`config.mk`:
```
export PLATFORM = sky130hd
export DESIGN_NAME = opc3_stream_port
export DESIGN_NICKNAME = d
export VERILOG_FILES = /design/src/rtl/opc3_stream_port.sv
export SDC_FILE = /design/constraint.sdc
export NUM_CORES = 1
export LEC_CHECK = 0
export CORE_MARGIN = 2
export CORE_UTILIZATION = 60
export DETAILED_ROUTE_END_ITERATION = 12
export HOLD_SLACK_MARGIN = 0.1
export PLACE_DENSITY = 0.79
export RECOVER_POWER = 25
export SYNTH_ARGS = -nofsm -noshare
export SYNTH_HDL_FRONTEND = slang
export SYNTH_SLANG_ARGS = --single-unit
```
`constraint.sdc`:
```
create_clock -name clk -period 4.2 [get_ports clk]
set_clock_uncertainty 0.15 [all_clocks]
set_input_delay 0.42 -clock clk [delete_from_list [all_inputs] [get_ports clk]]
set_output_delay 0.42 -clock clk [all_outputs]
set_load 0.1 [all_outputs]
```
`src/rtl/opc3_stream_port.sv`:
```
// opc3 bus target bridging CPU loads/stores at BASE_ADDR (DATA) and BASE_ADDR+1 (STATUS)
// to an outbound TX word stream and an inbound RX word stream, each behind a circular FIFO.
module opc3_stream_port #(
  parameter logic [15:0] BASE_ADDR  = 16'hFE00,
  parameter int          DEPTH_LOG2 = 4
) (
  input  logic        clk,
  input  logic        reset,
  input  logic [15:0] address,
  input  logic        rnw,
  input  logic [15:0] data_in,
  output logic [15:0] data_out,
  output logic        data_oe,
  output logic [15:0] tx_data,
  output logic        tx_valid,
  input  logic        tx_ready,
  input  logic [15:0] rx_data,
  input  logic        rx_valid,
  output logic        rx_ready
);

  localparam int                    DEPTH    = 1 << DEPTH_LOG2;
  localparam logic [DEPTH_LOG2:0]   FULL_CNT = DEPTH[DEPTH_LOG2:0];
  localparam logic [DEPTH_LOG2:0]   ZERO_CNT = {(DEPTH_LOG2+1){1'b0}};
  localparam logic [DEPTH_LOG2:0]   ONE_CNT  = {{DEPTH_LOG2{1'b0}}, 1'b1};
  localparam logic [DEPTH_LOG2-1:0] ZERO_PTR = {DEPTH_LOG2{1'b0}};
  localparam logic [DEPTH_LOG2-1:0] ONE_PTR  = {{(DEPTH_LOG2-1){1'b0}}, 1'b1};
  localparam logic [2:0]            DATA_RD  = 3'b101;

  logic        sel_d;
  logic        sel_s;
  logic [2:0]  acc;
  logic [2:0]  acc_prev;
  logic        acc_start;
  logic        data_wr_start;
  logic        stat_wr_start;
  logic        rd_end;

  logic [15:0]           tx_mem [DEPTH];
  logic [DEPTH_LOG2-1:0] tx_wr;
  logic [DEPTH_LOG2-1:0] tx_rd;
  logic [DEPTH_LOG2:0]   tx_cnt;
  logic                  tx_full;
  logic                  tx_empty;
  logic                  tx_push;
  logic                  tx_pop;
  logic                  tx_ovf;

  logic [15:0]           rx_mem [DEPTH];
  logic [DEPTH_LOG2-1:0] rx_wr;
  logic [DEPTH_LOG2-1:0] rx_rd;
  logic [DEPTH_LOG2:0]   rx_cnt;
  logic                  rx_full;
  logic                  rx_empty;
  logic                  rx_push;
  logic                  rx_pop;
  logic                  rx_unf;

  logic [15:0]           status;

  assign sel_d     = (address == BASE_ADDR);
  assign sel_s     = (address == (BASE_ADDR + 16'd1));
  assign acc       = {sel_d, sel_s, rnw};
  assign acc_start = (acc != acc_prev);
  assign data_oe   = rnw & (sel_d | sel_s);

  assign data_wr_start = acc_start & sel_d & ~rnw;
  assign stat_wr_start = acc_start & sel_s & ~rnw;
  // A DATA read ends in the first cycle its decode/rnw no longer holds.
  assign rd_end        = (acc_prev == DATA_RD) & (acc != DATA_RD);

  assign tx_full  = (tx_cnt == FULL_CNT);
  assign tx_empty = (tx_cnt == ZERO_CNT);
  assign rx_full  = (rx_cnt == FULL_CNT);
  assign rx_empty = (rx_cnt == ZERO_CNT);

  assign tx_push  = data_wr_start & ~tx_full;
  assign tx_pop   = ~tx_empty & tx_ready;
  assign rx_push  = rx_valid & ~rx_full;
  assign rx_pop   = rd_end & ~rx_empty;

  assign tx_valid = ~tx_empty;
  assign tx_data  = tx_mem[tx_rd];
  assign rx_ready = ~rx_full;

  // Status word assembly.
  always_comb begin
    status                      = 16'h0000;
    status[0]                   = tx_full;
    status[1]                   = tx_empty;
    status[2]                   = rx_empty;
    status[3]                   = rx_full;
    status[4]                   = tx_ovf;
    status[5]                   = rx_unf;
    status[8 +: DEPTH_LOG2 + 1] = rx_cnt;
  end

  // Read mux; an empty RX reads as zero rather than stale storage.
  always_comb begin
    data_out = 16'h0000;
    if (rnw && sel_d) begin
      if (rx_empty) begin
        data_out = 16'h0000;
      end else begin
        data_out = rx_mem[rx_rd];
      end
    end else if (rnw && sel_s) begin
      data_out = status;
    end else begin
      data_out = 16'h0000;
    end
  end

  // FIFO storage writes (data only, no reset needed).
  always_ff @(posedge clk) begin
    if (tx_push && !reset) begin
      tx_mem[tx_wr] <= data_in;
    end
    if (rx_push && !reset) begin
      rx_mem[rx_wr] <= rx_data;
    end
  end

  // Access tracking, pointers, occupancy and sticky flags.
  always_ff @(posedge clk) begin
    if (reset) begin
      acc_prev <= 3'b000;
      tx_wr    <= ZERO_PTR;
      tx_rd    <= ZERO_PTR;
      tx_cnt   <= ZERO_CNT;
      rx_wr    <= ZERO_PTR;
      rx_rd    <= ZERO_PTR;
      rx_cnt   <= ZERO_CNT;
      tx_ovf   <= 1'b0;
      rx_unf   <= 1'b0;
    end else begin
      acc_prev <= acc;

      if (tx_push) tx_wr <= tx_wr + ONE_PTR;
      if (tx_pop)  tx_rd <= tx_rd + ONE_PTR;
      case ({tx_push, tx_pop})
        2'b10:   tx_cnt <= tx_cnt + ONE_CNT;
        2'b01:   tx_cnt <= tx_cnt - ONE_CNT;
        default: tx_cnt <= tx_cnt;
      endcase

      if (rx_push) rx_wr <= rx_wr + ONE_PTR;
      if (rx_pop)  rx_rd <= rx_rd + ONE_PTR;
      case ({rx_push, rx_pop})
        2'b10:   rx_cnt <= rx_cnt + ONE_CNT;
        2'b01:   rx_cnt <= rx_cnt - ONE_CNT;
        default: rx_cnt <= rx_cnt;
      endcase

      // A new overflow/underflow in the same edge as a STATUS clear wins.
      if (data_wr_start && tx_full) begin
        tx_ovf <= 1'b1;
      end else if (stat_wr_start) begin
        tx_ovf <= 1'b0;
      end
      if (rd_end && rx_empty) begin
        rx_unf <= 1'b1;
      end else if (stat_wr_start) begin
        rx_unf <= 1'b0;
      end
    end
  end

endmodule

```
; Word level (Yosys, flattened, before mapping)
; Memories as Yosys holds them, arrays and structs flattened. A register that Yosys moved wholly into a read port is not among the register bits.
; Cells that the tools add are included.
[word_totals]
register_bits = 31
latch_bits = 0
mem_bits_rw = 512
romBits = 0
inputBits = 53
out_inout_bits = 35
elab_cells = 75
memories = 2
[memory_table]
columns = name, depth, word_bits, rd, rd_clocked_by_memory_dff, wr, line_no
row1 = rx_mem, 16, 16, 1, 1, 1, 49  ; logic [15:0] rx_mem [DEPTH];
row2 = tx_mem, 16, 16, 1, 1, 1, 39  ; logic [15:0] tx_mem [DEPTH];
[op_classes]
addsub = 8
multipliers = 0
n_div = 0
magnitude_cmp = 0
eq_ne = 11
shift = 0
n_mux = 16
bitwise = 16
reduce_logical = 13
[ops]
columns = cell, count
row1 = "16-bit == test, second input constant", 2
row2 = 16-bit two-way mux, 2
row3 = 5-bit one-hot mux with 2 select lines, 2
row4 = "4-bit by 1-bit adder with 4-bit output, second input constant", 4
row5 = 4-bit two-way mux, 4
row6 = 13-bit two-way mux, 1
row7 = "5-bit by 1-bit adder with 5-bit output, second input constant", 2
row8 = 1-bit bitwise AND, 10
row9 = "5-bit == test, second input constant", 2
row10 = 5-bit logical NOT, 2
row11 = "5-bit by 1-bit subtractor with 5-bit output, second input constant", 2
row12 = 2-bit nonzero test, 4
row13 = 1-bit two-way mux, 7
row14 = 1-bit logical AND, 6
row15 = 1-bit inverter, 5
row16 = "2-bit by 1-bit == test with 1-bit output, second input constant", 2
row17 = "2-bit == test, second input constant", 2
row18 = "3-bit == test, second input constant", 1
row19 = 3-bit inequality test, 1
row20 = "3-bit inequality test, second input constant", 1
row21 = 1-bit logical NOT, 1
row22 = 1-bit OR, 1

; Depth between registers and ports, before layout
; Gate-level depths: netlist of run 1.
[logic_depth]
depth_word = 8
mapped_depth = 13
mapped_depth_nobuf = 11

; Worst setup path before layout of run 1
; No wires, ideal clock.
[synth_path]
path_kind = input to output
start = in address[3]
end = out data_out[14]
arrival_ns = 3.725
t_required_ns = 3.630
setup_slack_ns = -0.095
path_stages = 5
n_path_buf = 0
path_cell_list = or4b_4 nor2_1 nand3_1 or2_2 a211oi_1
[synth_between]
elab_chain_len = 3
[synth_lines]
columns = element, line_no
row1 = start: declaration, 9  ; input logic [15:0] address,
row2 = 16-bit == test, 61  ; assign sel_d = (address == BASE_ADDR);
row3 = 1-bit logical AND, 101  ; if (rnw && sel_d) begin
row4 = 16-bit two-way mux, 101
row5 = end: declaration, 12  ; output logic [15:0] data_out,
; Every way passes these cells.

==> qor.yml, run 1 <==
die:
  die_area_um2: 37300
  pin_count: 88
  core-area_um2: 35400
  die_w_um: 193
  dieHeight_um: 193
  fp-row-count: 69
  start_util_pct: 60.6
cells_and_area:
  utilization_pct: 70.9
  drive_above_1_share_pct: 29.4
  nNetsFinal: 1232
  fillers: 2029
  synthToLayoutAreaGrowth_pct: 17.1
route:
  drc_errors: 0
  final_antenna_net_count: 0
  drt-wirelength-per-cell_um: 27.8
  drtIter0Drc: 1016
  via_per_inst: 6.35
  drt_wl_total_mm: 46.2
  via_count: 10600
  dr.pass1.iters: 5
job:
  cap_violations: 0
power_and_ir_drop:
  irDropWorstVdd_mv: 0.449
  p_leak_nw: 7.90
  power_density_nw_per_um2: 443
logic_synthesis:
  synth_area_leaders: "edfxtp_1, mux4_2, dfxtp_1"
  dominantRegCellSynth: "edfxtp_1"
  synthesis.yosys.warnings: 0
  synth_area_um2: 21400
  async_flop_share_pct: 0
  synth_cell_types: 49
  synth.most_common_cell: "edfxtp_1"
  synthTopCellsByCount: "edfxtp_1, mux4_2, nor2_1"
  syn_nets: 1089
  seq_area_frac_synth_pct: 75.4
  synth.avg_cell_area_um2: 21.1
  synth_top_area_share_pct: 71.7
  yosysTopAreaCell: "edfxtp_1"
  synth_seq_cells: 551
  synth_cells: 1016
  synth_edf_count: 512
sta:
  tns_ns: 0
  fmax_mhz: 273
  rsz0062_at_grt: "no"
  finalCriticalPeriod_ns: 3.66
  maxSlewViolCount: 0
  relSlewSlack_pct: 30.6
  finalCritPeriodShare_pct: 87.2
  tightest_slew_ns: 1.04
  setup_viol: 0
  hold_viol: 0
critical_path:
  critPathMaxFanout: 33
  r2r_setup_slack_ns: 0.84
  crit_path_cell_trace: "buf_12 > mux4_2 > a22oi_1 > nand2_1 > a22o_1 > buf_12"
  required_ns: 3.63
  cp-end-kind: "primary output"
  cp_common_cell: "buf_12"
  critPathArrivalTime_ns: 3.09
  start_kind: "flop"
  crit_buf_inv: 2
  slowest_delay_ns: 0.79
  cpLargestDelayFamily: "flip-flops"
  crit_type: "flop to primary output"
  crit_slowest_cell: "dfxtp_4"
clock_network:
  cts_tree: "yes"
  cts_root_buf: "clkbuf_16"
  cts_made_buffers: 54
  post_cts_resize_count: 0
  insertion_delay_ns: 0.59
  max-clock-path-buffers: 3
  clock-sinks: 551
  holdBufCountCts: 0
  cts.clk_slew.worst_paths_ns: 0.06
  cts_setup_buffers: 0
  cts_max_level: 2
worst_hold_path:
  worst_hold_path_type: "flop to flop"
grt:
  grt_pass1_wl_mm: 68.8
  antenna_found_initial: 1
  grt_usage_pct: 25.8
  grt-ovfl-total: 0
  first_global_vias: 11100
  grt_max_degree: 37
place:
  io_buffer_count: 87
  gp_congestion: 0.820
  dp_hpwl_mm: 26.0
run_status:
  status: "finished, final reports clean"
-- worst paths after layout --
check,startpoint,endpoint,cells past startpoint
worst max-delay path,flop,data_out[10],6
worst min register to register,tx_cnt[4]$_SDFFE_PP0P_,tx_cnt[4]$_SDFFE_PP0P_,2
worst min-delay path,tx_cnt[4]$_SDFFE_PP0P_,tx_cnt[4]$_SDFFE_PP0P_,2
worst max register to register,rx_cnt[0]$_SDFFE_PP0P_,rx_cnt[4]$_SDFFE_PP0P_,10
-- cell usage in the layout, fill, tap and decap left out, drive strengths merged, types with 7 or more instances in the layout --
master and count:
a21oi 15, a22o 14, a22oi 16, buf 84, bufinv 9, clkbuf 63
clkdlybuf4s50 36, clkinv 19, dfxtp 39, dlygate4sd3 18, edfxtp 512, ha 18
inv 16, mux2i 7, mux4 148, nand2 26, nor2 60, nor2b 9
nor3 10, xnor2 7, xor2 7
-- kinds of logic after synthesis --
family	Yosys count	synth area share [%]
AOI/OAI and AO/OA	64	2.15
xor gates and xnor gates	14	0.572
and+or+nand+nor	146	3.43
muxes	156	15.9
buffers and inverters	65	1.34
DFF	551	75.4
adders and majority gates	20	1.24
-- power breakdown --
part           switching [mW]  internal [mW]  total (mW)
Clock                    1.96           2.93        4.90
Combinational           0.125         0.0741       0.199
Sequential             0.0144           6.01        6.03
Total                    2.10           9.02        11.1
-- cell type report --
cell class | count | area [um^2] | area share [%]
well taps | 461 | 577 | 2.30
diodes | 1 | 2.50 | 0.00997
clock inverters | 33 | 388 | 1.55
repair buffers | 138 | 1410 | 5.61
multi-input cells | 400 | 5100 | 20.3
clock buffers | 63 | 1410 | 5.60
flip-flops and latches | 551 | 16200 | 64.4
inverters | 14 | 52.6 | 0.209
-- worst register-to-register path, delay by kind of cell, from the launching register on --
kind | cells | cell delay (ns)
AO/OA/AOI/OAI | 4 | 0.68
AND/OR/NAND/NOR | 3 | 1.20
adder cells (fa/ha/maj) | 2 | 0.75
XOR/XNOR | 1 | 0.10
flip-flops | 1 | 0.43
-- state kept, by name, summed over array words and instances (netlist names), named ones only --
name	count
tx_rd	4
rx_cnt	5
tx_cnt	5
tx_wr	4
acc_prev	3
rx_mem	256
tx_mem	256
tx_ovf	1
rx_unf	1
rx_rd	4
rx_wr	4
-- per-stage QoR --
step,power [mW],worst slack (ns),instances,cell area [um^2],hold WS (ns)
after floorplan,6.20,0.349,1016,21400,0.317
after global placement,6.33,0.557,1564,23300,0.346
after detailed placement,6.34,0.487,1564,23300,0.356
after CTS,11.2,0.492,1660,25100,0.365
after global routing,11.4,0.384,1660,25100,0.410
final,11.1,0.537,1661,25100,0.365
-- routing by layer --
layer / routed length (um) / GRT usage, % / part of all wire, %
met1: 17100 / 32.4 / 37
met4: 1130 / 8.28 / 2.4
met5: 12 / 0 / 0.026
met3: 3100 / 4.67 / 6.7
met2: 24800 / 46.0 / 54
Note: power is estimated with default switching activity, not from simulation.
==> inputs of run 2 (changes only) <==
Settings changed: ABC_CLOCK_PERIOD_IN_PS from default to 4200, PLACE_DENSITY 0.79 to 0.8.
==> run 2 against run 1 <==
  * Register-to-register slack improved by 0.07 ns
  * Total power down 4.1%
  * Combinational power up 3%
  * Sequential power barely moved
  * Die area is the same
  * Worst hold slack improved by 0.021 ns
  * Largest power group unchanged
==> qor.yml, run 2 (same netlist as run 1, synthesis figures left out) <==
cells_and_area:
  nNetsFinal: 1235  # +0.24%
  drive_above_1_share_pct: 29.0  # -0.41 points
  instances_no_fill: 1663  # +0.12%
  top_regs: "rx_mem (256), tx_mem (256)"
  final_common_cell: "edfxtp_1"
  antenna_cells: 0  # -1
  final_cell_mix: "edfxtp_1, mux4_2, buf_4"
  synthToLayoutAreaGrowth_pct: 16.4
route:
  drc_errors: 0  # unchanged
  via_count: 10400  # -1.1%
  dr.pass1.iters: 5  # unchanged
  drt-wirelength-per-cell_um: 27.3  # -1.9%
  via_per_inst: 6.28  # -1.2%
  final_antenna_net_count: 0  # unchanged
  drtIter0Drc: 947  # -6.8%
  drt_wl_total_mm: 45.3  # -1.8%
critical_path:
  crit_type: "flop to primary output"
  cp_common_cell: "mux4_2"
  critPathArrivalTime_ns: 2.99  # -0.10 ns
  start_kind: "flop"
  slowest_delay_ns: 0.72  # -0.07 ns
  crit_path_cell_trace: "buf_12 > mux4_2 > mux4_2 > buf_4"
  required_ns: 3.63  # about the same
  critPathMaxFanout: 28  # -15%
  crit_slowest_cell: "dfxtp_4"
  cp-end-kind: "primary output"
die:
  dieHeight_um: 193  # unchanged
  pin_count: 88  # unchanged
  start_util_pct: 60.6  # unchanged
  die_area_um2: 37300  # unchanged
  die_w_um: 193  # unchanged
  core-area_um2: 35400  # unchanged
  fp-row-count: 69  # unchanged
place:
  dp_hpwl_mm: 26.2  # +0.89%
  io_buffer_count: 87  # unchanged
  dp_cells: 1571  # +0.45%
  gp_congestion: 0.780  # -4.9%
  preCtsSetupSlack_ns: 0.502  # +0.0149 ns
clock_network:
  post_cts_resize_count: 0  # unchanged
  cts_made_buffers: 50  # -7.4%
  cts_tree: "yes"
  cts_root_buf: "clkbuf_16"
  insertion_delay_ns: 0.56  # -0.03 ns
  cts.clk_slew.worst_paths_ns: 0.06  # about the same
  cts_max_level: 2  # unchanged
  cts_setup_buffers: 0  # unchanged
  clock-sinks: 551  # unchanged
  max-clock-path-buffers: 3  # unchanged
  holdBufCountCts: 0  # unchanged
worst_hold_path:
  worst_hold_path_type: "flop to flop"
power_and_ir_drop:
  combPwrFrac_pct: 1.9  # about the same
  power_density_nw_per_um2: 428  # -3.5%
  pwr-share-clk_pct: 41.6  # -2.4 points
  p_switching_mw: 2.02  # -4.2%
  p_seq_share_pct: 56.5  # +2.3 points
  p_int_mw: 8.66  # -4.1%
  swShare_pct: 18.9  # about the same
  irDropWorstVdd_mv: 0.412  # -8.1%
  p_leak_nw: 7.84  # -0.70%
grt:
  antenna_found_initial: 3  # +2
  first_global_vias: 10800  # -2.5%
  grt_usage_pct: 25.2  # -0.55 points
  grt_pass1_wl_mm: 67.3  # -2.1%
  grt-ovfl-total: 0  # unchanged
  grt_max_degree: 51  # +38%
run_status:
  status: "finished, final reports clean"
job:
  cap_violations: 0  # unchanged
sta:
  tightest_slew_ns: 1.05  # +0.00757 ns
  maxSlewViolCount: 0  # unchanged
  relSlewSlack_pct: 30.1  # -0.51 points
  finalCritPeriodShare_pct: 84.9  # -2.3 points
  rsz0062_at_grt: "no"
  setup_viol: 0  # unchanged
  tns_ns: 0  # unchanged
  fmax_mhz: 281  # +2.8%
  hold_viol: 0  # unchanged
  setup_slack_ns: 0.636  # +0.0986 ns
  finalCriticalPeriod_ns: 3.56  # -0.0986 ns
## run 2: worst max-delay path, delay by kind of cell (launching register included)
kind                   cells  cell delay, ns
multiplexers               2            1.09
buffers and inverters      2            0.58
flip-flops                 1            0.72
## run 2: final timing paths
path	start	to	slack [ns]	cells past startpoint
setup / recovery	flop	tx_data[6]	0.64	4
hold reg to reg	tx_cnt[4]$_SDFFE_PP0P_	tx_cnt[4]$_SDFFE_PP0P_	0.39	2
setup reg to reg	rx_cnt[2]$_SDFFE_PP0P_	rx_cnt[4]$_SDFFE_PP0P_	0.91	10
hold / removal	tx_cnt[4]$_SDFFE_PP0P_	tx_cnt[4]$_SDFFE_PP0P_	0.39	2
## run 2: power groups by stage
| stage | sequential [mW] | combinational (mW) | clock [mW] |
|---|---|---|---|
| floorplan | 6.14 | 0.0613 | 0 |
| finish | 6.03 | 0.204 | 4.44 |
| detailed placement | 6.14 | 0.203 | 0 |
| global route | 6.02 | 0.221 | 4.71 |
| CTS | 6.02 | 0.205 | 4.52 |
| global placement | 6.14 | 0.194 | 0 |
## run 2: per-stage QoR
stage	power [mW]	instance area [um^2]	util (%)	hold slack, ns
2_1_floorplan	6.20	21400	-	0.317
3_3_place_gp	6.33	23300	66.0	0.349
3_5_place_dp	6.34	23300	66.0	0.363
4_1_cts	10.8	25000	70.5	0.378
5_1_grt	11.0	25000	70.5	0.399
6_report	10.7	25000	70.5	0.386
## run 2: layout make-up
| class | instances | area (um^2) |
|---|---|---|
| Tap cell | 461 | 577 |
| Clock inverter | 29 | 310 |
| Timing Repair Buffer | 145 | 1450 |
| Inverter | 14 | 52.6 |
| Multi-Input combinational cell | 400 | 5100 |
| Sequential cell | 551 | 16200 |
| Fill cell | 2051 | 10400 |
| Clock buffer | 63 | 1300 |
## run 2: routing by layer
metal / share of wire (%) / vias to the layer above / GRT usage [%]
li1: - / 4485 / -
met1: 37 / 5398 / 32.1
met2: 52 / 451 / 43.6
met3: 6.8 / 99 / 4.40
met4: 4.2 / 6 / 10.5
met5: 0.082 / - / 0
